===== config.mk =====
export PLATFORM = sky130hd
export DESIGN_NAME = rob_id_alloc_flat
export DESIGN_NICKNAME = d
export VERILOG_FILES = /design/src/rtl/rob_id_alloc_if.sv /design/src/rtl/rob_id_alloc.sv /design/src/flat_wrapper.sv
export SDC_FILE = /design/constraint.sdc
export NUM_CORES = 1
export LEC_CHECK = 0
export CORE_AREA = 2 2 39 41
export CTS_BUF_LIST = sky130_fd_sc_hd__clkbuf_4
export DETAILED_ROUTE_END_ITERATION = 12
export DIE_AREA = 0 0 41 43
export HOLD_SLACK_MARGIN = 0.08
export PLACE_DENSITY = 0.37
export SLEW_MARGIN = 20
export SYNTH_ARGS = -nofsm -noshare
export SYNTH_HDL_FRONTEND = slang
export SYNTH_SLANG_ARGS = --single-unit

===== constraint.sdc =====
create_clock -name clk -period 1.05 [get_ports clk]
set_input_delay 0.105 -clock clk [delete_from_list [all_inputs] [get_ports clk]]
set_output_delay 0.105 -clock clk [all_outputs]
set_load 0.01 [all_outputs]

===== src/rtl/rob_id_alloc_if.sv =====
// rob_id_alloc_if: allocator request/response bundle between rename/dispatch and the ROB id allocator.
interface rob_id_alloc_if #(
   parameter int CONFIG_P_ISSUE_WIDTH  = 0,
   parameter int CONFIG_P_COMMIT_WIDTH = 0,
   parameter int CONFIG_P_ROB_DEPTH    = 0
);
   localparam int IW   = 1 << CONFIG_P_ISSUE_WIDTH;
   localparam int DW   = CONFIG_P_ROB_DEPTH > 0 ? CONFIG_P_ROB_DEPTH : 1;
   localparam int BW   = CONFIG_P_COMMIT_WIDTH > 0 ? CONFIG_P_COMMIT_WIDTH : 1;
   localparam int CNTW = CONFIG_P_ROB_DEPTH + CONFIG_P_COMMIT_WIDTH + 1;
   logic                         flush;
   logic [CONFIG_P_COMMIT_WIDTH:0] rob_push_size;
   logic [CONFIG_P_COMMIT_WIDTH:0] rob_commit_size;
   logic                         rob_ready;
   logic [IW*DW-1:0]             rob_free_id;
   logic [IW*BW-1:0]             rob_free_bank;
   logic [DW-1:0]                rob_head_id;
   logic [BW-1:0]                rob_head_bank;
   logic [CNTW-1:0]              rob_count;
   logic                         rob_empty;
   logic                         rob_err;
   modport master (
      output flush, rob_push_size, rob_commit_size,
      input  rob_ready, rob_free_id, rob_free_bank, rob_head_id, rob_head_bank, rob_count, rob_empty, rob_err
   );
   modport slave (
      input  flush, rob_push_size, rob_commit_size,
      output rob_ready, rob_free_id, rob_free_bank, rob_head_id, rob_head_bank, rob_count, rob_empty, rob_err
   );
endinterface


===== src/rtl/rob_id_alloc.sv =====
// rob_id_alloc: circular ROB slot allocator with banked id mapping, flush recovery and sticky misuse flag.
module rob_id_alloc #(
   parameter int CONFIG_P_ISSUE_WIDTH  = 0,
   parameter int CONFIG_P_COMMIT_WIDTH = 0,
   parameter int CONFIG_P_ROB_DEPTH    = 0
) (
   input logic          clk,
   input logic          rst,
   rob_id_alloc_if.slave bus
);
   localparam int IW   = 1 << CONFIG_P_ISSUE_WIDTH;
   localparam int NB   = 1 << CONFIG_P_COMMIT_WIDTH;
   localparam int N    = NB << CONFIG_P_ROB_DEPTH;
   localparam int DW   = CONFIG_P_ROB_DEPTH > 0 ? CONFIG_P_ROB_DEPTH : 1;
   localparam int BW   = CONFIG_P_COMMIT_WIDTH > 0 ? CONFIG_P_COMMIT_WIDTH : 1;
   localparam int PW   = CONFIG_P_ROB_DEPTH + CONFIG_P_COMMIT_WIDTH;
   localparam int PWW  = PW > 0 ? PW : 1;
   localparam int CNTW = PW + 1;
   localparam logic [CNTW-1:0] MASK = CNTW'(N - 1);
   typedef enum logic {RUN, RECOVER} state_t;
   state_t            state_q, state_d;
   logic [PWW-1:0]    tail_q, tail_d, head_q, head_d;
   logic [CNTW-1:0]   count_q, count_d;
   logic              err_q, err_d;
   logic [CNTW-1:0]   p, c, pe, ce, slot, head_slot;
   logic              run, push_ok, commit_ok;
   always_comb begin
      state_d   = bus.flush ? RECOVER : RUN;
      p         = CNTW'(bus.rob_push_size);
      c         = CNTW'(bus.rob_commit_size);
      run       = (state_q == RUN) && !bus.flush;
      // legality is judged against the registered count only; same-cycle traffic is not credited
      push_ok   = (p <= CNTW'(IW)) && (p <= CNTW'(N) - count_q);
      commit_ok = c <= count_q;
      pe        = (run && push_ok) ? p : '0;
      ce        = (run && commit_ok) ? c : '0;
      tail_d    = bus.flush ? '0 : PWW'((CNTW'(tail_q) + pe) & MASK);
      head_d    = bus.flush ? '0 : PWW'((CNTW'(head_q) + ce) & MASK);
      count_d   = bus.flush ? '0 : count_q + pe - ce;
      err_d     = err_q | (run & (!push_ok | !commit_ok));
   end
   always_comb begin
      slot              = '0;
      bus.rob_free_id   = '0;
      bus.rob_free_bank = '0;
      for (int i = 0; i < IW; i++) begin
         slot = (CNTW'(tail_q) + CNTW'(i)) & MASK;
         bus.rob_free_id[i*DW +: DW]   = DW'(slot >> CONFIG_P_COMMIT_WIDTH);
         bus.rob_free_bank[i*BW +: BW] = BW'(slot & CNTW'(NB - 1));
      end
   end
   assign head_slot         = CNTW'(head_q);
   assign bus.rob_head_id   = DW'(head_slot >> CONFIG_P_COMMIT_WIDTH);
   assign bus.rob_head_bank = BW'(head_slot & CNTW'(NB - 1));
   assign bus.rob_ready     = (state_q == RUN) && (count_q <= CNTW'(N - IW));
   assign bus.rob_count     = count_q;
   assign bus.rob_empty     = count_q == '0;
   assign bus.rob_err       = err_q;
   always_ff @(posedge clk) begin
      if (rst) begin
         state_q <= RUN;
         tail_q  <= '0;
         head_q  <= '0;
         count_q <= '0;
         err_q   <= 1'b0;
      end else begin
         state_q <= state_d;
         tail_q  <= tail_d;
         head_q  <= head_d;
         count_q <= count_d;
         err_q   <= err_d;
      end
   end
endmodule


===== src/flat_wrapper.sv =====
// flat-port wrapper written by rule: the top's interface ports become plain ports
module rob_id_alloc_flat 
#(
   parameter int CONFIG_P_ISSUE_WIDTH  = 0,
   parameter int CONFIG_P_COMMIT_WIDTH = 0,
   parameter int CONFIG_P_ROB_DEPTH    = 0
)
  (clk, rst, bus_flush, bus_rob_push_size, bus_rob_commit_size, bus_rob_ready, bus_rob_free_id, bus_rob_free_bank, bus_rob_head_id, bus_rob_head_bank, bus_rob_count, bus_rob_empty, bus_rob_err);
  rob_id_alloc_if #(.CONFIG_P_ISSUE_WIDTH(CONFIG_P_ISSUE_WIDTH), .CONFIG_P_COMMIT_WIDTH(CONFIG_P_COMMIT_WIDTH), .CONFIG_P_ROB_DEPTH(CONFIG_P_ROB_DEPTH)) bus_i ();
  input logic clk;
  input logic rst;
  input wire logic [$bits(bus_i.flush)-1:0] bus_flush;
  input wire logic [$bits(bus_i.rob_push_size)-1:0] bus_rob_push_size;
  input wire logic [$bits(bus_i.rob_commit_size)-1:0] bus_rob_commit_size;
  output wire logic [$bits(bus_i.rob_ready)-1:0] bus_rob_ready;
  output wire logic [$bits(bus_i.rob_free_id)-1:0] bus_rob_free_id;
  output wire logic [$bits(bus_i.rob_free_bank)-1:0] bus_rob_free_bank;
  output wire logic [$bits(bus_i.rob_head_id)-1:0] bus_rob_head_id;
  output wire logic [$bits(bus_i.rob_head_bank)-1:0] bus_rob_head_bank;
  output wire logic [$bits(bus_i.rob_count)-1:0] bus_rob_count;
  output wire logic [$bits(bus_i.rob_empty)-1:0] bus_rob_empty;
  output wire logic [$bits(bus_i.rob_err)-1:0] bus_rob_err;
  assign bus_i.flush = bus_flush;
  assign bus_i.rob_push_size = bus_rob_push_size;
  assign bus_i.rob_commit_size = bus_rob_commit_size;
  assign bus_rob_ready = bus_i.rob_ready;
  assign bus_rob_free_id = bus_i.rob_free_id;
  assign bus_rob_free_bank = bus_i.rob_free_bank;
  assign bus_rob_head_id = bus_i.rob_head_id;
  assign bus_rob_head_bank = bus_i.rob_head_bank;
  assign bus_rob_count = bus_i.rob_count;
  assign bus_rob_empty = bus_i.rob_empty;
  assign bus_rob_err = bus_i.rob_err;
  rob_id_alloc #(.CONFIG_P_ISSUE_WIDTH(CONFIG_P_ISSUE_WIDTH), .CONFIG_P_COMMIT_WIDTH(CONFIG_P_COMMIT_WIDTH), .CONFIG_P_ROB_DEPTH(CONFIG_P_ROB_DEPTH)) u_core (.clk(clk), .rst(rst), .bus(bus_i));
endmodule

# [Yosys cells after proc, flatten, opt, wreduce, memory -nomap -nowiden]
# Index checks and enable logic that the tools add are counted.
[word_totals] regBits=3 input_bits=5 output_inout_bits=8 elab_cells=27
[classes] n_addsub=3 magnitude_cmp=4 n_mux=3 n_bitwise=5 reduce_logical=9
[op_table] cell="1-bit logical AND" count=5
[op_table] cell="1-bit logical NOT" count=3
[op_table] cell="1-bit 2-to-1 mux" count=3
[op_table] cell="1-bit <= comparator" count=2
[op_table] cell="1-bit <= comparator, second input constant" count=2
[op_table] cell="1-bit NOT" count=2
[op_table] cell="1-bit bitwise OR" count=2
[op_table] cell="2-bit OR reduction" count=1
[op_table] cell="1-bit adder" count=1
[op_table] cell="1-bit AND" count=1
[op_table] cell="1-bit subtractor" count=1
[op_table] cell="1-bit subtractor, first input constant" count=1

# [Logic depth before layout (Yosys ltp)]
[depth] ltp_word=7 ltp_mapped=2 depth_no_buf=2

# [Least setup slack after synthesis]
# OpenSTA, ideal clock, no wires.
[synth_timing] path_kind="register to register" from="register u_core.count_q, in the netlist u_core.bus.rob_count" to="register u_core.count_q, in the netlist u_core.bus.rob_count" setup_ps=103 arrival_ps=827 required_time_ps=947 path_slack_ps=119 path_stages_with_launch=3 n_path_buf=0 synth_period_minus_slack_ps=931 path_cell_list="dfxtp_1 -> and3b_1 -> a2111oi_2"
[synth_via] elab_chain_cells=7 elab_cells_between_ends=10 classes_between="add/sub (3); order compare (2); mux (2); reduce/logical (3)"
[synth_rtl] item="from (decl)" line="rob_id_alloc.sv:23" text="logic [CNTW-1:0] count_q, count_d;"
[synth_rtl] item="from (signal assigned)" line="rob_id_alloc.sv:70" text="count_q <= count_d;"
[synth_rtl] item="1-bit subtractor" line="rob_id_alloc.sv:33" text="push_ok = (p <= CNTW'(IW)) && (p <= CNTW'(N) - count_q);"
[synth_rtl] item="1-bit <= comparator" line="rob_id_alloc.sv:33"
[synth_rtl] item="1-bit logical AND" line="rob_id_alloc.sv:33"
[synth_rtl] item="1-bit logical AND" line="rob_id_alloc.sv:35" text="pe = (run && push_ok) ? p : '0;"
[synth_rtl] item="1-bit 2-to-1 mux" line="rob_id_alloc.sv:35"
[synth_rtl] item="1-bit adder" line="rob_id_alloc.sv:39" text="count_d = bus.flush ? '0 : count_q + pe - ce;"
[synth_rtl] item="1-bit subtractor (*)" line="rob_id_alloc.sv:39"
# Mark *: on every way between the ends. The rest lies on a longest branch, timed or not.
# A chain may end at the register's enable or synchronous reset.

# [Final worst setup path]
[layout_timing] from="register u_core.count_q, in the netlist u_core.bus.rob_count" to="output port bus_rob_empty"
[layout_via] elab_chain_cells=1
[layout_rtl] item="1-bit NOT" line="rob_id_alloc.sv:57" text="assign bus.rob_empty = count_q == '0;"
[layout_rtl] item="to (decl)" line="flat_wrapper.sv:21" text="output wire logic [$bits(bus_i.rob_empty)-1:0] bus_rob_empty;"
# No other way between the ends.

==> impl_metrics.ini <==
[routing]
ant_nets = 0
finalWirelength_um = 339
remaining_drc_errors = 0
initialDrtViolationCount = 0
vias_per_cell = 3.50
drt_pre_antenna_iters = 1
vias = 161
drt-wirelength-per-cell_um = 7.37

[cells_and_area]
drive_gt1_frac = 0.300
diodes = 0
final_util = 0.206
layout_common_cells = 4 x conb_1, 4 x clkbuf_4, 4 x clkdlybuf4s50_1
n_fill_cell = 158
postLayoutCellArea_um2 = 285
syn2layout_area_growth_pct = 75.4
nNetsFinal = 36
stdcell_count = 46

[synth]
yosysWarnings = 0
synth.distinct_cells = 11
ys_ff_latch = 3
seq_area_frac_synth = 0.369
avgSynthCellArea_um2 = 9.57
syn_area_um2 = 163
syn_inst = 17

[floorplan]
rows = 14
die-area_um2 = 1760
start_util = 0.118
pin_count = 13
die_h_um = 43
core-area_um2 = 1380
die_w_um = 41

[sta]
setup_tns_ns = 0
rsz0062_at_grt = no
fin_crit_sh = 0.939
finClkSkew_ns = 0.00157
finalHoldViolations = 0
slew_violations = 0
min_period_ns = 0.986
setup_viol = 0
fmax_ghz = 1.01
fin_ws_ns = 0.0639

[worst_hold_path]
min_path_type = flop to flop
min_from = u_core.bus.rob_err$_SDFF_PP0_

[global_routing]
grt_pass1_wl_um = 545
grt_pass1_vias = 137
antenna_found_initial = 0
grt_max_degree = 6
grt_usage = 0.0611
gr-total-overflow = 0

[job]
cap_violations = 0

[placed_design]
dpl_cell_area_um2 = 259
hpwl_um = 272
port_buffers = 8
place_ws_ns = -0.0859
gp_congestion = 0.560
place_inst = 42

[critical_path]
timing.rr.start = u_core.state_q$_SDFF_PP0_
critical_path.max_fanout = 5
worst_setup_path_end_kind = primary output
path_class = flop to primary output
startpoint = u_core.bus.rob_count$_SDFF_PP0_
required_ns = 0.94
start_kind = flop
cp.arrival_ns = 0.88
r2r_slack_ns = 0.10

[clock_network]
hold_buffers = 0
h-tree-depth = 1
clk_latency_ns = 0.24
cts_num_sinks = 3
cts-root-buf = clkbuf_4
path_clk_slew_ns = 0.03
cts_tree = yes
cts_buffers = 3
cts.path.max_buffers = 2

[power_and_ir_drop]
power.leakage_nw = 0.127
vdd_ir_drop_max_mv = 0.566
power_density_nw_per_um2 = 1470

[status]
status = complete, no violations
[flip-flops by register name, summed over array words and instances (netlist names)]
| signal | count |
|---|---|
| u_core.bus.rob_count | 1 |
| u_core.bus.rob_err | 1 |
| u_core.state_q | 1 |
[timing repair]
action / 4_1_cts / 5_1_grt
gates resized for setup: 6 / 3
setup buffers: 0 / 0
endpoints found under the setup margin: 4 / 2
[power by group]
group          switching, mW  internal [mW]
registers            0.00541          0.121
logic                 0.0278         0.0353
clock network         0.0611          0.168
[synth_stat cells (all sizes together)]
cell     instances  area share
dfxtp            3        0.37
o41ai            1       0.054
nor2b            1       0.038
mux2i            1       0.062
conb             1       0.023
buf              4        0.18
nand2b           2       0.077
a2111oi          1       0.092
nor2             1       0.023
inv              1       0.023
and3b            1       0.054
[per-layer routing]
layer	wire, um	up-vias	share of wire	track usage
met3	60	5	0.18	0.0628
li1	-	74	-	-
met5	0	-	0	0
met2	132	13	0.39	0.0594
met4	21	0	0.062	0.100
met1	124	69	0.37	0.0479
[cells by family after synthesis]
family | synth area share
and+or+nand+nor | 0.192
buffers and inverters | 0.208
DFF | 0.369
AOI/OAI and AO/OA | 0.146
muxes | 0.0615
other | 0.0231
[critical path, cell delays in order, from the launching register on]
cell and delay (ns):
dfxtp_4 0.35, inv_1 0.07, clkdlybuf4s15_1 0.23
[through the flow]
stage	hold WS, ns	power, mW
after CTS	0.476	0.432
final	0.468	0.418
after global routing	0.492	0.449
after global placement	0.444	0.200
after floorplan	0.174	0.165
after detailed placement	0.450	0.200
[path summary, 6_finish.rpt]
kind,end,depth (start not counted)
setup / recovery,bus_rob_empty,2
hold / removal,u_core.bus.rob_err$_SDFF_PP0_,2
setup reg to reg,u_core.bus.rob_count$_SDFF_PP0_,2
hold reg to reg,u_core.bus.rob_err$_SDFF_PP0_,2
[area by class of cell]
class                   instances  area (um2)  share of cell area
clock buffers                   4        30.0               0.105
well taps                      16        20.0              0.0702
inverters                       1        3.75              0.0132
repair buffers                 10        87.6               0.307
flip-flops and latches          3        63.8               0.224
multi-input cells              12        80.1               0.281
No activity file was read; power rests on OpenSTA's default activity.
